[src/rtl/pwm_cfg_sched.sv]
// pwm_cfg_sched: sequencer and configuration scheduler for the PWM generator.
//
// This block owns the PWM time base: the prescaler, the free-running count_val
// and pwm_en. Configuration values are double-buffered. A write from the
// register file goes into a shadow register first. The shadow becomes active
// only at a safe point: immediately when the time base is idle, otherwise on a
// period wrap. Because of this, pwm_gen never sees a torn or glitched period.
//
// Build option:
//   PWM_ONESHOT_EN - adds the 'oneshot' input. With oneshot=1 the time base
//                    stops after its first period. It stays idle until run
//                    goes low and then high again.
//
// Ports:
//   clk, rst_n            clock, asynchronous active-low reset
//   run                   level, 1 = time base running
//   oneshot               (PWM_ONESHOT_EN only) stop after one period
//   cfg_valid/cfg_ready   config handshake; the transfer happens when both are 1
//   cfg_period/functions/compare1/compare2/prescale
//                         offered configuration
//   cfg_err               1-cycle pulse: functions==11 was offered and rejected
//   pwm_en                time base running
//   period/functions/compare1/compare2
//                         active configuration, to pwm_gen
//   count_val             counter, to pwm_gen
//   period_end            1-cycle pulse in the cycle after the wrap (count_val==0)
//   commit_done           1-cycle pulse when shadow values become active
module pwm_cfg_sched #(
  parameter int CNT_W   = 16,
  parameter int PRESC_W = 8
) (
  input  logic               clk,
  input  logic               rst_n,
  input  logic               run,
`ifdef PWM_ONESHOT_EN
  input  logic               oneshot,
`endif
  input  logic               cfg_valid,
  output logic               cfg_ready,
  input  logic [CNT_W-1:0]   cfg_period,
  input  logic [1:0]         cfg_functions,
  input  logic [CNT_W-1:0]   cfg_compare1,
  input  logic [CNT_W-1:0]   cfg_compare2,
  input  logic [PRESC_W-1:0] cfg_prescale,
  output logic               cfg_err,
  output logic               pwm_en,
  output logic [CNT_W-1:0]   period,
  output logic [1:0]         functions,
  output logic [CNT_W-1:0]   compare1,
  output logic [CNT_W-1:0]   compare2,
  output logic [CNT_W-1:0]   count_val,
  output logic               period_end,
  output logic               commit_done
);

  typedef enum logic [1:0] {IDLE, RUN, PEND} state_t;

  state_t             state, state_nx;
  logic [CNT_W-1:0]   sh_period, sh_cmp1, sh_cmp2;
  logic [1:0]         sh_func;
  logic [PRESC_W-1:0] sh_presc, act_presc, presc;
  logic               shadow_full;
  logic               rdy_rel;     // reopen cfg_ready one cycle after a wrap commit
  logic               armed;
  logic               acc, rej, tick, wrap, stop, commit_now, pend_keep;

  assign acc  = cfg_valid && cfg_ready && (cfg_functions != 2'b11);
  assign rej  = cfg_valid && cfg_ready && (cfg_functions == 2'b11);
  assign tick = (presc == act_presc) && (state != IDLE);
  // Periods 0 and 1 have no counting room, so every tick wraps.
  assign wrap = tick && ((period <= CNT_W'(1)) || (count_val == period - CNT_W'(1)));

`ifdef PWM_ONESHOT_EN
  assign stop = oneshot && period_end && (state != IDLE);
`else
  assign stop  = 1'b0;
  assign armed = 1'b1;
`endif

  always_comb begin
    state_nx = state;
    if (!run || stop) begin
      state_nx = IDLE;
    end else begin
      case (state)
        IDLE:    if (armed) state_nx = acc ? PEND : RUN;
        RUN:     if (acc)   state_nx = PEND;
        PEND:    if (wrap)  state_nx = RUN;
        default: state_nx = IDLE;
      endcase
    end
  end

  // The shadow commits in three cases: at any time while idle, on the
  // transition into idle, and on a wrap while a commit is pending.
  assign commit_now = shadow_full &&
                      ((state == IDLE) || (state_nx == IDLE) || ((state == PEND) && wrap));
  // A commit on a wrap while still running reopens cfg_ready one cycle late.
  assign pend_keep  = (state == PEND) && run;

  always_ff @(posedge clk or negedge rst_n) begin
    if (!rst_n) begin
      state       <= IDLE;
      cfg_ready   <= 1'b1;
      cfg_err     <= 1'b0;
      pwm_en      <= 1'b0;
      period      <= '0;
      functions   <= '0;
      compare1    <= '0;
      compare2    <= '0;
      act_presc   <= '0;
      sh_period   <= '0;
      sh_func     <= '0;
      sh_cmp1     <= '0;
      sh_cmp2     <= '0;
      sh_presc    <= '0;
      shadow_full <= 1'b0;
      rdy_rel     <= 1'b0;
      presc       <= '0;
      count_val   <= '0;
      period_end  <= 1'b0;
      commit_done <= 1'b0;
`ifdef PWM_ONESHOT_EN
      armed       <= 1'b1;
`endif
    end else begin
      state       <= state_nx;
      pwm_en      <= (state_nx != IDLE);
      cfg_err     <= rej;
      commit_done <= commit_now;
      rdy_rel     <= commit_now && pend_keep;

`ifdef PWM_ONESHOT_EN
      if (!run)      armed <= 1'b1;
      else if (stop) armed <= 1'b0;
`endif

      // Shadow capture and the handshake.
      if (acc) begin
        sh_period   <= cfg_period;
        sh_func     <= cfg_functions;
        sh_cmp1     <= cfg_compare1;
        sh_cmp2     <= cfg_compare2;
        sh_presc    <= cfg_prescale;
        shadow_full <= 1'b1;
        cfg_ready   <= 1'b0;
      end else if (commit_now) begin
        shadow_full <= 1'b0;
        if (!pend_keep) cfg_ready <= 1'b1;
      end else if (rdy_rel) begin
        cfg_ready <= 1'b1;
      end

      if (commit_now) begin
        period    <= sh_period;
        functions <= sh_func;
        compare1  <= sh_cmp1;
        compare2  <= sh_cmp2;
        act_presc <= sh_presc;
      end

      // Time base. On entry to or exit from IDLE, everything restarts from 0.
      if ((state_nx == IDLE) || (state == IDLE)) begin
        presc      <= '0;
        count_val  <= '0;
        period_end <= 1'b0;
      end else begin
        period_end <= wrap;
        if (tick) begin
          presc     <= '0;
          count_val <= wrap ? '0 : count_val + CNT_W'(1);
        end else begin
          presc <= presc + PRESC_W'(1);
        end
      end
    end
  end

endmodule

[config.mk]
export PLATFORM = sky130hd
export DESIGN_NAME = pwm_cfg_sched
export DESIGN_NICKNAME = d
export VERILOG_FILES = /design/src/rtl/pwm_cfg_sched.sv
export SDC_FILE = /design/constraint.sdc
export NUM_CORES = 1
export LEC_CHECK = 0
export ABC_AREA = 1
export BUFFER_PORTS_ARGS = -buffer_cell sky130_fd_sc_hd__buf_2
export CAP_MARGIN = 20
export CORE_MARGIN = 4
export CORE_UTILIZATION = 45
export DETAILED_ROUTE_END_ITERATION = 8
export PLACE_DENSITY = 0.7
export SLEW_MARGIN = 25
export SYNTH_ARGS = -nofsm -noshare
export SYNTH_HDL_FRONTEND = slang
export SYNTH_SLANG_ARGS = --single-unit
[constraint.sdc]
create_clock -name clk -period 2.2 [get_ports clk]
set_clock_uncertainty 0.05 [all_clocks]
set_input_delay 0.11 -clock clk [delete_from_list [all_inputs] [get_ports clk]]
set_output_delay 0.11 -clock clk [all_outputs]
set_load 0.01 [all_outputs]
==> results.py <==
metrics = {
    "synthesis": {
        "synth-seq-cells": 149,
        "synth_nets": 932,
        "yosysUniqueCellTypes": 36,
        "avgSynthCellArea_sq_um": 8.114,
        "synthesis.area_sq_um": 7027,
        "seq_area_frac_synth_pct": 53.08,
        "synthCells": 866,
        "synth_warnings": 0,
    },
    "global_routing": {
        "grt_antenna_before_repair": 0,
        "gr-total-overflow": 0,
        "grt_use_total_pct": 22.00,
        "grt_pass1_wl_microns": 31370,
        "grt_start_max_net_pins": 64,
        "grt_pass1_vias": 6497,
    },
    "clock_tree": {
        "clockBufferDepth": 2,
        "clock_sinks": 149,
        "cts_tree": "built",
        "h-tree-depth": 4,
        "path_clk_slew_ps": 60,
        "cts_root_buf": "clkbuf_16",
        "clk_latency_ps": 420,
        "cts_buffers": 17,
    },
    "finish": {
        "n_antenna_cell": 0,
        "postLayoutCellArea_sq_um": 10500,
        "utilization_pct": 68.80,
        "layout.nets": 1224,
        "syn_to_final_growth_pct": 49.40,
        "drive_above_1_share_pct": 33.48,
    },
    "timing": {
        "setup_viol": 64,
        "worstMarginPinSlew_ps": 548.7,
        "tns_ps": -10500,
        "final-hold-violation-count": 0,
        "maxSlewViolCount": 0,
        "clock.fmax_mhz": 413.3,
        "setup_ws_ps": -219.5,
        "rsz0062_at_grt": "yes",
        "period_share_pct": 110.0,
        "fin_crit_ps": 2420,
        "slew_headroom_pct": 63.08,
    },
    "worst_setup_path": {
        "r2r_cells": 19,
        "rrSetupSlack_ps": -220,
        "cp-end-kind": "flop",
        "cp_max_fo": 22,
        "critPathRequiredTime_ps": 2460,
        "r2r_start": "period[0]",
        "cp.arrival_ps": 2680,
        "reg2reg_to": "period[5]",
        "worstSetupStartpointType": "flop",
        "crit_type": "flop to flop",
    },
    "place": {
        "placed_area_sq_um": 8571,
        "portBuffers": 132,
        "routabilityCongestion": 0.8963,
        "dpl.hpwl_microns": 13210,
    },
    "run_status": {
        "status": "finished with violations",
        "violations": "negative setup slack",
    },
    "die": {
        "fp.dieH_microns": 133.0,
        "start_util_pct": 46.05,
        "die_x_microns": 133.0,
        "dieArea_sq_um": 17680,
        "core-area_sq_um": 15260,
        "ioPinCount": 133,
        "rows": 45,
    },
    "pwr": {
        "internal-power_w": 0.008090,
        "ir_drop_uv": 729.0,
        "power_frac_clock_pct": 22.4,
        "p_switching_w": 0.005145,
        "leakagePower_nw": 5.331,
        "p_seq_share_pct": 33.5,
        "comb_power_share_pct": 44.1,
        "p_per_area_nw_per_um2": 1261,
        "swShare_pct": 38.87,
    },
    "route": {
        "vias": 6789,
        "via_per_inst": 4.912,
        "drt-initial-drc-count": 395,
        "totalWireLength_microns": 19960,
        "ant_nets": 0,
        "drt-pass1-iter-count": 6,
        "drc": 0,
        "wire_per_inst_microns": 14.45,
    },
    "hold_path": {
        "hold_end": "sh_func[0]",
        "holdCritStartpoint": "cfg_valid",
        "whs_path_depth": 4,
        "hp-class": "input port to flop",
    },
    "flow_run": {
        "max_cap_violations": 0,
    },
}
routing by layer:
metal / share of wire, % / vias up / global-route usage [%] / wire length (microns)
li1: - / 3331 / - / -
met3: 5.1 / 27 / 4.981 / 1018
met5: 0 / - / 0 / 0
met2: 51 / 182 / 38.04 / 10190
met1: 42 / 3249 / 27.46 / 8433
met4: 1.6 / 0 / 6.813 / 320
flip-flops by register name (all words and copies together) (netlist names), 2 cells and up:
name / flops
sh_presc: 8
sh_cmp2: 16
compare1: 16
presc: 8
sh_cmp1: 16
count_val: 16
compare2: 16
period: 16
sh_func: 2
functions: 2
state: 2
sh_period: 16
act_presc: 8
critical path: stages, from the launching register on:
cell and delay, ps:
dfrtp_2 410, inv_2 90, ha_4 210, nand2_2 60, inv_2 40, nor2_4 90
nand2_2 70, nor2_2 90, nand2_1 60, nor2_2 120, nand3_1 80, nor2_1 100
nand2_1 70, nand2_2 100, nand3_4 100, nand2_8 130, nand2_8 110, buf_12 190
nand2_1 60, o21ai_1 60
power groups by stage:
stage          Clock, W  Sequential [W]  Combinational, W
2_1_floorplan         0         0.00450           0.00260
3_3_place_gp          0         0.00435           0.00460
3_5_place_dp          0         0.00436           0.00475
4_1_cts         0.00300         0.00438           0.00521
5_1_grt         0.00314         0.00455           0.00645
6_report        0.00296         0.00444           0.00583
layout by cell type, fill, tap and decap left out, drive strengths merged, types with 3 or more instances in the layout:
cell and count:
nor3 16, dfrtp 148, nand2 269, dlygate4sd3 62, nand4 17, ha 4, inv 110, nand3 31
buf 236, clkbuf 22, o21ai 110, nor2 72, clkinv 6, a21oi 13, clkinvlp 3, nor3b 3
xor2 22, xnor2 6, nand3b 5, nor4 5
final cells by class:
type	count	area (sq um)
timing repair inverter	1	16.27
multi-input combinational	581	3204
sequential	149	3735
inverter	108	417.9
tap	211	264.0
fill	1201	4761
timing repair buffer	300	2251
clock buffer	20	466.7
clock inverter	12	142.6
timing repair:
action | 4_1_cts | 5_1_grt
endpoints found under the setup margin | 72 | 81
setup buffers | 3 | 10
endpoints found under the hold margin | 119 | 0
gates resized for setup | 60 | 107
hold buffers | 62 | 0
pin swaps | 7 | 22
cloned | 3 | 3
worst max-delay path by stage:
stage | from | end | cells past startpoint
2_1_floorplan | period[0] | compare1[10] | 20
3_3_place_gp | period[4] | compare1[5] | 17
3_5_place_dp | period[4] | compare2[0] | 17
4_1_cts | period[1] | compare1[12] | 19
5_1_grt | period[1] | period[5] | 18
6_report | period[0] | period[5] | 19
Yosys cell counts:
cell type / instances / area [sq um]
o22ai_1: 1 / 6.260
clkbuf_1: 12 / 45.04
xnor2_1: 6 / 52.55
nand4_1: 17 / 106.4
nor3b_1: 3 / 22.52
dfrtp_1: 148 / 3704
dfstp_2: 1 / 26.28
a211oi_1: 1 / 7.510
and3_1: 2 / 12.51
o21ai_1: 32 / 160.2
buf_2: 7 / 35.03
nand2_2: 3 / 18.77
clkinv_1: 2 / 7.510
o21ai_0: 78 / 390.4
xor2_1: 22 / 192.7
ha_1: 4 / 50.05
nor4_1: 5 / 31.28
nor2_4: 2 / 22.52
and2_1: 1 / 6.260
o2111ai_1: 1 / 8.760
o2111a_1: 1 / 11.26
nand3b_1: 5 / 37.54
nor2_8: 1 / 20.02
nor2_1: 68 / 255.2
or3_1: 1 / 6.260
a21oi_1: 13 / 65.06
nand3_2: 1 / 10.01
nor3_1: 16 / 80.08
buf_6: 4 / 45.04
buf_4: 1 / 7.510
nand3_1: 30 / 150.1
nand2_1: 263 / 987.2
buf_1: 5 / 18.77
nand2_4: 2 / 22.52
nor2_2: 1 / 6.260
inv_1: 106 / 397.9
logic make-up after synthesis:
group,after synthesis,synth area share [%]
AO/OA/AOI/OAI,127,9.241
flip-flops,149,53.08
adder cells (fa/ha/maj),4,0.7123
AND/OR/NAND/NOR,421,25.55
buffers and inverters,137,7.924
XOR/XNOR,28,3.490
metrics by stage:
stage / hold slack, ps / worst slack, ps / power, W / std cells
final: 37.97 / -219.5 / 0.01324 / 1382
after global routing: 56.03 / -407.9 / 0.01414 / 1382
after CTS: 10.43 / -169.8 / 0.01259 / 1370
after detailed placement: 63.38 / -248.7 / 0.009109 / 1270
after global placement: 68.48 / -187.5 / 0.008947 / 1270
after floorplan: -235.6 / -63.56 / 0.007097 / 866
(Power assumes the default switching activity.)
